===== config.mk =====
export PLATFORM = sky130hd
export DESIGN_NAME = code_conv_pipe
export DESIGN_NICKNAME = d
export VERILOG_FILES = /design/src/rtl/code_conv_pkg.sv /design/src/rtl/code_digit_conv.sv /design/src/rtl/code_conv_pipe.sv
export SDC_FILE = /design/constraint.sdc
export NUM_CORES = 1
export LEC_CHECK = 0
export BUFFER_PORTS_ARGS = -buffer_cell sky130_fd_sc_hd__buf_2
export CORE_ASPECT_RATIO = 0.6
export CORE_MARGIN = 1
export CORE_UTILIZATION = 40
export CTS_BUF_LIST = sky130_fd_sc_hd__clkbuf_8
export CTS_CLUSTER_SIZE = 10
export DETAILED_ROUTE_END_ITERATION = 12
export HOLD_SLACK_MARGIN = 0.1
export PLACE_DENSITY = 0.56
export SYNTH_ARGS = -nofsm -noshare
export SYNTH_HDL_FRONTEND = slang
export SYNTH_HIERARCHICAL = 1
export SYNTH_SLANG_ARGS = --single-unit

===== constraint.sdc =====
create_clock -name clk -period 2.4 [get_ports clk]
set_input_delay 0.36 -clock clk [delete_from_list [all_inputs] [get_ports clk]]
set_output_delay 0.36 -clock clk [all_outputs]
set_load 0.1 [all_outputs]

===== src/rtl/code_conv_pkg.sv =====
// Shared code definitions for the multi-digit code converter pipeline.
package code_conv_pkg;

  typedef enum logic [1:0] {
    BIN  = 2'd0,
    BCD  = 2'd1,
    EX3  = 2'd2,
    GRAY = 2'd3
  } code_t;

  localparam int unsigned DIGIT_W    = 4;
  localparam logic [3:0]  BCD_MAX    = 4'd9;
  localparam logic [3:0]  EX3_OFFSET = 4'd3;

endpackage


===== src/rtl/code_digit_conv.sv =====
// Single-digit combinational converter: decodes into a plain value (ENCODE=0)
// or encodes a plain value into the destination code (ENCODE=1).
module code_digit_conv
  import code_conv_pkg::*;
#(
  parameter bit ENCODE = 1'b0
) (
  input  logic [DIGIT_W-1:0] din,
  input  code_t              code,
  output logic [DIGIT_W-1:0] dout,
  output logic               err
);

  // Returns {err, value}.
  function automatic logic [DIGIT_W:0] decode(input logic [DIGIT_W-1:0] d, input code_t src);
    logic [DIGIT_W-1:0] v;
    logic               e;
    v = d;
    e = 1'b0;
    case (src)
      BCD:  e = (d > BCD_MAX);
      EX3: begin
        e = (d < EX3_OFFSET) || (d > (BCD_MAX + EX3_OFFSET));
        v = d - EX3_OFFSET;
      end
      GRAY: begin
        for (int unsigned i = 0; i < DIGIT_W - 1; i++)
          v[DIGIT_W-2-i] = v[DIGIT_W-1-i] ^ d[DIGIT_W-2-i];
      end
      default: ;
    endcase
    return {e, v};
  endfunction

  function automatic logic [DIGIT_W:0] encode(input logic [DIGIT_W-1:0] v, input code_t dst);
    logic [DIGIT_W-1:0] d;
    logic               e;
    d = v;
    e = 1'b0;
    case (dst)
      BCD:  e = (v > BCD_MAX);
      EX3: begin
        e = (v > BCD_MAX);
        d = v + EX3_OFFSET;
      end
      GRAY: d = v ^ (v >> 1);
      default: ;
    endcase
    return {e, d};
  endfunction

  always_comb begin
    if (ENCODE) {err, dout} = encode(din, code);
    else        {err, dout} = decode(din, code);
  end

endmodule


===== src/rtl/code_conv_pipe.sv =====
// Two-stage streaming code converter: S1 holds decoded values, S2 drives the
// encoded outputs; a saturating counter tallies transferred words with errors.
module code_conv_pipe
  import code_conv_pkg::*;
#(
  parameter int unsigned DIGITS    = 4,
  parameter int unsigned ERR_CNT_W = 8
) (
  input  logic                     clk,
  input  logic                     rst,
  input  logic                     in_valid,
  output logic                     in_ready,
  input  logic [4*DIGITS-1:0]      in_data,
  input  logic [1:0]               in_src,
  input  logic [1:0]               in_dst,
  output logic                     out_valid,
  input  logic                     out_ready,
  output logic [4*DIGITS-1:0]      out_data,
  output logic [DIGITS-1:0]        out_err,
  output logic [ERR_CNT_W-1:0]     err_count,
  input  logic                     clr_err
);

  localparam int unsigned W = DIGIT_W * DIGITS;

  logic              s1_valid;
  logic [W-1:0]      s1_v;
  logic [DIGITS-1:0] s1_derr;
  code_t             s1_dst;

  logic [W-1:0]      dec_v, enc_d, s2_d;
  logic [DIGITS-1:0] dec_err, enc_err, s2_e;
  logic              s1_load, s2_load, in_xfer;

  assign s2_load  = !out_valid || out_ready;
  assign s1_load  = !s1_valid || s2_load;
  assign in_ready = !rst && s1_load;
  assign in_xfer  = in_valid && in_ready;

  for (genvar k = 0; k < DIGITS; k++) begin : g_digit
    code_digit_conv #(.ENCODE(1'b0)) u_dec (
      .din  (in_data[k*DIGIT_W +: DIGIT_W]),
      .code (code_t'(in_src)),
      .dout (dec_v[k*DIGIT_W +: DIGIT_W]),
      .err  (dec_err[k])
    );
    code_digit_conv #(.ENCODE(1'b1)) u_enc (
      .din  (s1_v[k*DIGIT_W +: DIGIT_W]),
      .code (s1_dst),
      .dout (enc_d[k*DIGIT_W +: DIGIT_W]),
      .err  (enc_err[k])
    );
    assign s2_d[k*DIGIT_W +: DIGIT_W] = s2_e[k] ? '0 : enc_d[k*DIGIT_W +: DIGIT_W];
  end

  assign s2_e = s1_derr | enc_err;

  always_ff @(posedge clk) begin
    if (rst) begin
      s1_valid  <= 1'b0;
      s1_v      <= '0;
      s1_derr   <= '0;
      s1_dst    <= BIN;
      out_valid <= 1'b0;
      out_data  <= '0;
      out_err   <= '0;
    end else begin
      if (s1_load) s1_valid <= in_xfer;
      if (in_xfer) begin
        s1_v    <= dec_v;
        s1_derr <= dec_err;
        s1_dst  <= code_t'(in_dst);
      end
      if (s2_load) out_valid <= s1_valid;
      // Output registers only change when a real word moves in, so a stalled
      // or emptied stage keeps its last contents stable.
      if (s2_load && s1_valid) begin
        out_data <= s2_d;
        out_err  <= s2_e;
      end
    end
  end

  always_ff @(posedge clk) begin
    if (rst || clr_err)
      err_count <= '0;
    else if (out_valid && out_ready && (|out_err) && (err_count != '1))
      err_count <= err_count + 1'b1;
  end

endmodule


==> flow_summary.ini <==
[sta]
timing.slew.headroom_pct = 55.6
tightest_slew_ns = 0.666
final_max_slew_viol_count = 0
fmax_ghz = 0.578
tns_ns = 0
rsz0062_at_grt = false
hold_viol = 0
min_period_ns = 1.73
whs_ns = 0.265
fin_crit_sh_pct = 72.0
fin_skew_ns = 0.00901
finalSetupViolations = 0

[clock_network]
clock-sinks = 52
htreeDepth = 2
cts_resized = 0
clock_path_buffers = 2
cts_setup_buffers = 0
cts-root-buf = clkbuf_8
clk_pin_slew_ns = 0.10
cts_tree = yes
cts_hold_buffers = 0
clock_latency_ns = 0.31
cts_buffers = 5

[setup_path]
critPathLaunchType = flop
endpoint_kind = output port
cp_max_fo = 6
r2r_setup_slack_ns = 0.69
arrival_ns = 1.37
startpoint = out_valid$_SDFFE_PP0P_
required_ns = 2.04
timing.rr.end = err_count[2]$_SDFFE_PP0P_
crit_type = flop to output port
reg2reg_depth = 5
crit_end = in_ready
r2r_start = err_count[0]$_SDFFE_PP0P_

[global_routing]
grt_use_total_pct = 17.1
grt_pass1_vias = 3372
grt_max_degree = 45
grt_overflow_total = 0
grt_pass1_wl_mm = 15.3
antenna_found_initial = 0

[die]
die_y_um = 81.3
die-width_um = 134
ioPinCount = 55
rows = 28
dieArea_sq_mm = 0.0109
start_util_pct = 41.8
core_area_sq_mm = 0.0100

[placement]
dpl_cell_area_sq_mm = 0.00456
gp_congestion = 0.802
dp_cells = 681
dp_hpwl_mm = 6.91
portBuffers = 54

[logic_synthesis]
ys_seq_area_share_pct = 24.9
synth_edf_count = 0
avgSynthCellArea_sq_um = 8.25
ys_types = 44
ys_top_cells_by_count = 73 x ha_1, 55 x nand2_1, 52 x dfxtp_1
yosysTopAreaCell = dfxtp_1
synth.most_common_cell = ha_1
synth_top_cell_area_share_pct = 24.9
syn_inst = 508
async_flop_share_pct = 0
synth.ff_latch_count = 52
yosys_warnings = 6
synthTopCellsByArea = dfxtp_1 25%, ha_1 22%, nand2_1 4.9%, inv_1 4.1%, a21oi_1 3.7%
ys.flop_type = dfxtp_1
syn-cell-area_sq_mm = 0.00419
synthesis.nets = 606

[routing]
drt_first_pass_iters = 4
wl_per_cell_um = 13.0
viasPerCell = 5.15
drc = 0
vias = 3546
ant_nets = 0
routed_wl_mm = 8.95
drt_iter0_drc = 132

[power_and_ir_drop]
peakVddDrop_uv = 248
p_leak_nw = 2.13
p_total_mw = 2.23
power_density_mw_per_mm2 = 477

[job]
cap_violations = 0

[final_layout]
diodes = 0
nNetsFinal = 651
area_delta_synth_final_pct = 11.5
fin_cells = 689
drive_gt1_share_pct = 16.8
fin_area_sq_mm = 0.00467

[hold_path]
hold_path.class = input pin to flop

[run_status]
status = finished, final reports clean
==> cells by family (layout without fill, tap and decap cells) <==
kind of cell    Yosys count  after routing  synth area share, %
flops                    52             52                 24.9
xor+xnor                 13             13                 2.72
simple gates            180            180                 22.7
fa+ha+maj                73             73                 21.8
buf+inv                  65            111                 6.42
mux                       7              7                 1.67
compound gates          118            118                 19.8
==> power by group <==
| group | switching (mW) | leakage [nW] | internal (mW) | total [mW] |
|---|---|---|---|---|
| sequential | 0.0678 | 0.425 | 0.910 | 0.977 |
| clock | 0.308 | 0.0541 | 0.309 | 0.617 |
| combinational | 0.403 | 1.66 | 0.233 | 0.636 |
==> layout by cell type (no fill, tap or decap), types with 5 or more instances in the layout <==
master / instances
a221o_2: 8
xnor2_1: 9
a21oi_1: 30
mux2i_1: 7
a31oi_1: 5
nand3_1: 22
a211oi_2: 5
dfxtp_1: 52
nor2_1: 29
ha_1: 73
nand2_1: 55
nand2b_1: 23
clkbuf_8: 5
o21a_1: 5
o21ai_0: 24
buf_2: 54
nor2b_1: 21
inv_1: 46
a211oi_1: 10
==> sequential cells by signal (all words and copies together) (netlist names) <==
register / count
out_data: 16
s1_v: 16
err_count: 8
out_err: 4
s1_derr: 4
s1_dst: 2
out_valid: 1
s1_valid: 1
==> per-stage QoR <==
stage | utilization (%) | setup slack, ns
3_3_place_gp | 45.5 | 0.730
3_5_place_dp | 45.5 | 0.704
4_1_cts | 46.6 | 0.650
6_report | 46.6 | 0.671
5_1_grt | 46.6 | 0.493
2_1_floorplan | - | 0.230
==> metal layers <==
| metal | part of all wire (%) | vias up | GRT usage (%) | wire, um |
|---|---|---|---|---|
| met5 | 0 | - | 0 | 0 |
| met4 | 0.67 | 0 | 2.92 | 60 |
| met2 | 43 | 49 | 28.2 | 3830 |
| met1 | 53 | 1659 | 23.4 | 4770 |
| met3 | 3.3 | 8 | 3.56 | 296 |
| li1 | - | 1830 | - | - |
==> worst max-delay path, stage by stage (launching register included) <==
cell and delay, ns:
dfxtp_1 0.35, nor2b_4 0.16, a21oi_2 0.12, buf_2 0.43
==> final cells by class <==
type / count / area, sq um
clock inverter: 3 / 42.5
inverter: 46 / 173
fill: 991 / 5350
sequential: 52 / 1040
tap: 135 / 169
clock buffer: 5 / 68.8
multi-input combinational: 391 / 2880
timing repair buffer: 57 / 293
==> worst min-delay path by stage <==
stage / slack [ns] / cells after the start / end / startpoint
after floorplan: 0.44 / 2 / s1_derr[2]$_SDFFE_PP0P_ / s1_derr[2]$_SDFFE_PP0P_
after detailed placement: 0.44 / 2 / out_data[15]$_SDFFE_PP0P_ / out_data[15]$_SDFFE_PP0P_
after CTS: 0.27 / 3 / s1_dst[1]$_SDFFE_PP0P_ / in_dst[1]
after global placement: 0.44 / 2 / out_data[7]$_SDFFE_PP0P_ / out_data[7]$_SDFFE_PP0P_
after global routing: 0.25 / 3 / s1_dst[1]$_SDFFE_PP0P_ / in_dst[1]
final: 0.27 / 3 / s1_dst[1]$_SDFFE_PP0P_ / in_dst[1]
Power figures use the tool's default switching activity.
